--- src/rtl/arb_pkg.sv ---
// Shared types and helpers for the round-robin transaction arbiter.
package arb_pkg;

  typedef enum logic {IDLE, BUSY} arb_state_t;

  localparam int DEFAULT_CNT_W = 16;

  // Mux-select width: at least one bit, even for a single requester.
  function automatic int sel_width(input int n);
    return (n <= 2) ? 1 : $clog2(n);
  endfunction

endpackage

--- src/rtl/rr_priority_pick.sv ---
// Combinational rotating-priority picker: first set req bit scanning from ptr
// upward, modulo NUM_REQ. Returns one-hot winner, its binary index and any.
module rr_priority_pick
  import arb_pkg::*;
#(
  parameter int NUM_REQ = 4,
  parameter int SEL_W   = sel_width(NUM_REQ)
) (
  input  logic [NUM_REQ-1:0] req,
  input  logic [SEL_W-1:0]   ptr,
  output logic [NUM_REQ-1:0] winner,
  output logic [SEL_W-1:0]   index,
  output logic               any
);

  logic [NUM_REQ-1:0] req_rot;
  logic [SEL_W-1:0]   offset;

  // req_rot[k] is the request that sits k positions after the pointer.
  for (genvar gi = 0; gi < NUM_REQ; gi++) begin : g_rot
    assign req_rot[gi] = req[SEL_W'(ptr + gi)];
  end

  always_comb begin
    offset = '0;
    for (int k = NUM_REQ - 1; k >= 0; k--) begin
      if (req_rot[k]) offset = SEL_W'(k);
    end
  end

  assign any   = |req;
  assign index = (NUM_REQ == 1) ? '0 : SEL_W'(ptr + offset);

  always_comb begin
    winner = '0;
    if (any) winner[index] = 1'b1;
  end

endmodule

--- src/rtl/rr_txn_arbiter.sv ---
// Round-robin arbiter that holds a grant for a whole transaction (until the last
// beat is accepted). Optional per-requester grant counters under ARB_STATS_EN.
module rr_txn_arbiter
  import arb_pkg::*;
#(
  parameter int NUM_REQ = 4,
  parameter int SEL_W   = 2,
  parameter int CNT_W   = DEFAULT_CNT_W
) (
  input  logic                     clk,
  input  logic                     rst_n,
  input  logic [NUM_REQ-1:0]       req,
  input  logic                     xfer_valid,
  input  logic                     xfer_ready,
  input  logic                     xfer_last,
  output logic [NUM_REQ-1:0]       grant,
  output logic [SEL_W-1:0]         grant_sel,
  output logic                     grant_active,
  input  logic                     stats_clr,
  output logic [NUM_REQ*CNT_W-1:0] grant_count
);

  if (!(NUM_REQ == 1 || NUM_REQ == 2 || NUM_REQ == 4 || NUM_REQ == 8)) begin : g_bad_num_req
    $error("rr_txn_arbiter: NUM_REQ must be 1, 2, 4 or 8");
  end
  if (SEL_W != sel_width(NUM_REQ)) begin : g_bad_sel_w
    $error("rr_txn_arbiter: SEL_W must equal max(1, clog2(NUM_REQ))");
  end

  arb_state_t         state_reg, state_next;
  logic [NUM_REQ-1:0] grant_reg, grant_next;
  logic [SEL_W-1:0]   sel_reg, sel_next;
  logic [SEL_W-1:0]   ptr_reg, ptr_next;
  logic [NUM_REQ-1:0] pick_winner;
  logic [SEL_W-1:0]   pick_index;
  logic               pick_any;
  logic               done;
  logic               issue;

  assign done = (state_reg == BUSY) && xfer_valid && xfer_ready && xfer_last;

  // On completion the pointer moves past the finished requester before the
  // same-edge re-arbitration, so one picker serves both the idle and re-grant paths.
  assign ptr_next = done ? SEL_W'((int'(sel_reg) + 1) % NUM_REQ) : ptr_reg;

  rr_priority_pick #(
    .NUM_REQ (NUM_REQ),
    .SEL_W   (SEL_W)
  ) u_pick (
    .req    (req),
    .ptr    (ptr_next),
    .winner (pick_winner),
    .index  (pick_index),
    .any    (pick_any)
  );

  always_comb begin
    state_next = state_reg;
    grant_next = grant_reg;
    sel_next   = sel_reg;
    issue      = 1'b0;
    case (state_reg)
      IDLE: begin
        if (pick_any) begin
          state_next = BUSY;
          grant_next = pick_winner;
          sel_next   = pick_index;
          issue      = 1'b1;
        end
      end
      BUSY: begin
        if (done) begin
          if (pick_any) begin
            grant_next = pick_winner;
            sel_next   = pick_index;
            issue      = 1'b1;
          end else begin
            state_next = IDLE;
            grant_next = '0;
            sel_next   = '0;
          end
        end
      end
    endcase
  end

  always_ff @(posedge clk or negedge rst_n) begin
    if (!rst_n) begin
      state_reg <= IDLE;
      grant_reg <= '0;
      sel_reg   <= '0;
      ptr_reg   <= '0;
    end else begin
      state_reg <= state_next;
      grant_reg <= grant_next;
      sel_reg   <= sel_next;
      ptr_reg   <= ptr_next;
    end
  end

  assign grant        = grant_reg;
  assign grant_sel    = sel_reg;
  assign grant_active = (state_reg == BUSY);

`ifdef ARB_STATS_EN
  // Saturating counters; a clear on the same edge as a grant wins.
  for (genvar gi = 0; gi < NUM_REQ; gi++) begin : g_cnt
    logic [CNT_W-1:0] cnt_reg;
    always_ff @(posedge clk or negedge rst_n) begin
      if (!rst_n) begin
        cnt_reg <= '0;
      end else if (stats_clr) begin
        cnt_reg <= '0;
      end else if (issue && pick_winner[gi] && (cnt_reg != '1)) begin
        cnt_reg <= cnt_reg + CNT_W'(1);
      end
    end
    assign grant_count[gi*CNT_W +: CNT_W] = cnt_reg;
  end
`else
  logic [1:0] unused_stats;
  assign unused_stats = {stats_clr, issue};
  assign grant_count  = '0;
`endif

endmodule

--- config.mk ---
export PLATFORM = sky130hd
export DESIGN_NAME = rr_txn_arbiter
export DESIGN_NICKNAME = d
export VERILOG_FILES = /design/src/rtl/arb_pkg.sv /design/src/rtl/rr_priority_pick.sv /design/src/rtl/rr_txn_arbiter.sv
export SDC_FILE = /design/constraint.sdc
export NUM_CORES = 1
export LEC_CHECK = 0
export BUFFER_PORTS_ARGS = -buffer_cell sky130_fd_sc_hd__buf_2
export CORE_MARGIN = 2
export CORE_UTILIZATION = 40
export CTS_CLUSTER_DIAMETER = 100
export DETAILED_ROUTE_END_ITERATION = 12
export PLACE_DENSITY_LB_ADDON = 0.25
export RECOVER_POWER = 100
export SLEW_MARGIN = 20
export SYNTH_ARGS = -nofsm -noshare
export SYNTH_HDL_FRONTEND = slang
export SYNTH_SLANG_ARGS = --single-unit
export TNS_END_PERCENT = 100
--- constraint.sdc ---
create_clock -name clk -period 5.2 [get_ports clk]
set_input_delay 0.26 -clock clk [delete_from_list [all_inputs] [get_ports clk]]
set_output_delay 0.26 -clock clk [all_outputs]
set_load 0.03 [all_outputs]
==> summary by stage <==
Clock tree
TritonCTS created 3 clock buffers. The root buffer selected by CTS is sky130_fd_sc_hd__clkbuf_4. Clock-pin slew was measured on the worst setup and hold paths at 0.06 ns. Counting along the longest clock path gives a buffer depth of 2. The clock tree from TritonCTS is yes.

The H-tree depth is 1. The latest clock arrival within the worst-skew pair is 0.26 ns. For this design, the sink count on the clock tree is 9. Gates resized during post-CTS repair numbered 0. The count of hold-fix buffers inserted at cts is 1. Buffers added to address setup during post-CTS repair amount to 0.

Yosys
Multiplexer cells account for 3.10% of the synthesized area. After synthesis, the most frequently instantiated cells are 64 x sky130_fd_sc_hd__buf_4, 9 x sky130_fd_sc_hd__dfrtp_1, 9 x sky130_fd_sc_hd__nand2_1. By area, the combinational part of the netlist is dominated by buffers and inverters. The share of synthesized area occupied by flip-flops and latches is 20.7%. For this run, the leading register cell type out of synthesis is sky130_fd_sc_hd__dfrtp_1. The gate count of the mapped netlist is 136. The number of distinct library cells after synthesis is 31.

For this run, asynchronously set or reset flops after synthesis account for 100%. Summing the areas of all fa, ha and maj instances in the mapped netlist gives 1.15% of the synthesized area. The warning count from the yosys run is 0.

The synthesized design contains 0 enable-type register cells. The biggest area contributor in the post-synthesis netlist is sky130_fd_sc_hd__buf_4. The post-synthesis average cell area is 8.00 sq um. The share of the synthesized area in compound gates (AO/OA/AOI/OAI) is 13.9%. The XOR/XNOR share of the synthesized area is 2.41%.

The area fraction in and, or, nand and nor cells after synthesis is 10.8%. By area the synthesized netlist is led by sky130_fd_sc_hd__buf_4 44%, sky130_fd_sc_hd__dfrtp_1 21%, sky130_fd_sc_hd__o21ai_0 3.2%. The most common cell in the netlist is sky130_fd_sc_hd__buf_4. The combined area of all synthesized cells is 1090 sq um. The total of flip-flops plus latches after synthesis is 9. The share of the synthesized area in the top cell type is 44.1%.

STA
The total count of max-transition violations in the final report came to 0. The final critical path time including I/O delays and setup is 2.48 ns. The largest clock skew in the final design is 0.00305 ns. The period utilization is 47.7%. The final worst slack is 2.72 ns. The upper clock frequency limit is 404 MHz.

For the pin with the worst max-slew slack, the measured transition is 0.678 ns. The final setup violation count is 0. The remaining max-slew budget at the tightest pin is 53.5%. Adding up every negative setup slack in the final design gives 0 ns. Setup repair after global routing left no endpoint under its margin. The total count of hold-check failures in the final report is 0.

Floorplan
The floorplan die width is 56.2 microns. The die is 56.2 microns tall. The area inside the core boundary is 2520 sq um.

Row generation in the floorplan step produced 18 rows. The die area is 3150 sq um. The initial utilization of the core area, before any placement, comes to 43.2%. During I/O placement, the number of pins put on the boundary was 81.

Place
The number of placed instances with taps included is 177. At the placement stage, the worst setup path has a slack of 2.91 ns. The count of port buffers added during placement is 15. At the end of routability-driven placement, the weighted congestion stood at 0.836. The placed wire-length estimate after detailed placement is 1.33 mm.

Routing
The sum of routed wire length over all layers is 1.65 mm. The number of optimization iterations in the first detailed-route pass is 4. Detailed routing inserted a total of 727 vias. In this run the remaining antenna-violating nets after routing total 0.

After the first detailed-routing iteration, the DRC count stood at 10. After detailed routing, the number of remaining DRC violations is 0. Using the TritonRoute via totals, the vias-per-cell ratio works out to 3.99. The wire length per cell is 9.05 microns.

Critical path
The highest-delay cell along the critical path is sky130_fd_sc_hd__mux2i_1. The highest cell delay on the worst timing path is 0.54 ns. The highest fanout seen on the critical path is 8. The arrival time at the worst endpoint is 2.63 ns. The critical path launch point type is a register.

Walking the worst path, the cells encountered are nand4_1, mux2i_1, a21oi_1, nor2_1, a2bb2oi_1, o21ai_0, ha_1, xor2_1, a22o_1. The required time of the critical path is 5.35 ns. The worst setup path is captured at a register. The worst setup path is of the reg2reg kind.

Global routing
The initial antenna violation count came to 0. The first-pass GRT wire length is 2.38 mm. Global routing finished with a remaining overflow of 0. The via count of the first global-routing pass was 526. Entering global routing, the biggest net connects 10 pins.

Global routing used 9.51% of the available tracks.

Outcome
The run finished with clean final reports.

Final layout
The finished layout holds 182 standard cells, fillers aside. The repair_antennas step left the layout with diodes totalling 0. Once layout is complete, the utilization of the core stands at 37.8%. The register with the most flip-flops in the layout has 4 of them. The final layout contains 164 nets. The share of layout cells above drive strength 1 is 7.24%. The area growth from synthesis to layout is -12.4%.

Pwr
The total power draw is 0.000416 W. The static leakage is 0.540 nW. Dividing total power by cell area gives a power density of 437 nW/um^2. VDD sags by at most 198 uV.

Min path
The worst min-delay path class is in2reg.

Job
Across the run, the number of max-cap violations was 0.
## worst paths after layout
kind | startpoint | endpoint | slack, ns | depth (start not counted)
max | grant_active | grant[0] | 2.72 | 9
min | req[3] | grant_active | 0.33 | 3
max reg2reg | grant_active | grant[0] | 2.72 | 9
min reg2reg | grant[1] | grant[1] | 0.49 | 2
max in group asynchronous | rst_n | grant_active | 4.39 | 2
min in group asynchronous | rst_n | grant[1] | 0.48 | 2
## final cells by class
class,count,area [sq um]
fill,281,1570
inverter,7,26.3
sequential,9,225
timing repair buffer,16,75.1
multi-input combinational,116,563
clock buffer,4,26.3
tap,30,37.5
## routing by layer
layer  up-vias  part of all wire [%]  track usage (%)  wire [microns]
li1        355                     -                -               -
met1       330                    40             11.4             658
met2        42                    51             16.1             844
met3         0                   8.8             3.49             145
met4         0                     0             2.04               0
met5         -                     0                0               0
## layout by cell type, fill, tap and decap left out
cell | netlist | routed
sky130_fd_sc_hd__conb_1 | 1 | 64
sky130_fd_sc_hd__nand2_1 | 9 | 9
sky130_fd_sc_hd__clkbuf_1 | 3 | 9
sky130_fd_sc_hd__dfrtp_1 | 9 | 9
sky130_fd_sc_hd__inv_1 | 7 | 7
sky130_fd_sc_hd__o21ai_0 | 7 | 7
sky130_fd_sc_hd__buf_2 | 0 | 7
sky130_fd_sc_hd__nor2_1 | 5 | 5
sky130_fd_sc_hd__a21oi_1 | 5 | 5
sky130_fd_sc_hd__mux2i_1 | 2 | 3
sky130_fd_sc_hd__clkbuf_4 | 0 | 3
sky130_fd_sc_hd__xor2_1 | 2 | 2
sky130_fd_sc_hd__nor3_1 | 2 | 2
sky130_fd_sc_hd__a22o_1 | 2 | 2
sky130_fd_sc_hd__nand4_1 | 0 | 1
sky130_fd_sc_hd__a2bb2oi_1 | 1 | 1
sky130_fd_sc_hd__nor4_1 | 1 | 1
sky130_fd_sc_hd__nand3b_1 | 1 | 1
sky130_fd_sc_hd__o31ai_1 | 1 | 1
sky130_fd_sc_hd__nand2b_1 | 1 | 1
sky130_fd_sc_hd__o22ai_1 | 1 | 1
sky130_fd_sc_hd__and3_1 | 1 | 1
sky130_fd_sc_hd__o2bb2ai_1 | 1 | 1
sky130_fd_sc_hd__a221oi_1 | 1 | 1
sky130_fd_sc_hd__o211ai_1 | 1 | 1
sky130_fd_sc_hd__o21a_1 | 1 | 1
sky130_fd_sc_hd__or4_1 | 1 | 1
sky130_fd_sc_hd__a211oi_1 | 1 | 1
sky130_fd_sc_hd__a32o_2 | 1 | 1
sky130_fd_sc_hd__xnor2_1 | 1 | 1
sky130_fd_sc_hd__ha_1 | 1 | 1
sky130_fd_sc_hd__dlygate4sd3_1 | 0 | 1
## stage by stage
step           hold slack [ns]  instance area, sq um
6_report                 0.325                   953
5_1_grt                  0.321                   953
4_1_cts                  0.317                   982
3_5_place_dp             0.119                   946
3_3_place_gp             0.118                   946
2_1_floorplan          -0.0356                  1330
## power by group
part           switching [W]   total, W  internal [W]  leakage, nW
clock network      0.0000241  0.0000537     0.0000296       0.0150
logic               0.000180   0.000243     0.0000624        0.416
registers          0.0000232   0.000120     0.0000970        0.109
## cell families (layout without fill, tap and decap cells)
logic type | count (synthesis) | after routing
other | 1 | 64
flip-flops | 9 | 9
XOR/XNOR | 3 | 3
buffers and inverters | 74 | 27
AND/OR/NAND/NOR | 22 | 22
AO/OA/AOI/OAI | 23 | 23
multiplexers | 3 | 3
adder cells (fa/ha/maj) | 1 | 1
## worst max-delay path, delay by kind of cell, from the launching register on
kind,cells,cell delay [ns]
AOI/OAI and AO/OA,4,0.58
xor gates and xnor gates,1,0.19
adders and majority gates,1,0.26
DFF,1,0.39
muxes,1,0.54
and+or+nand+nor,2,0.42
Note: power is estimated with default switching activity, not from simulation.
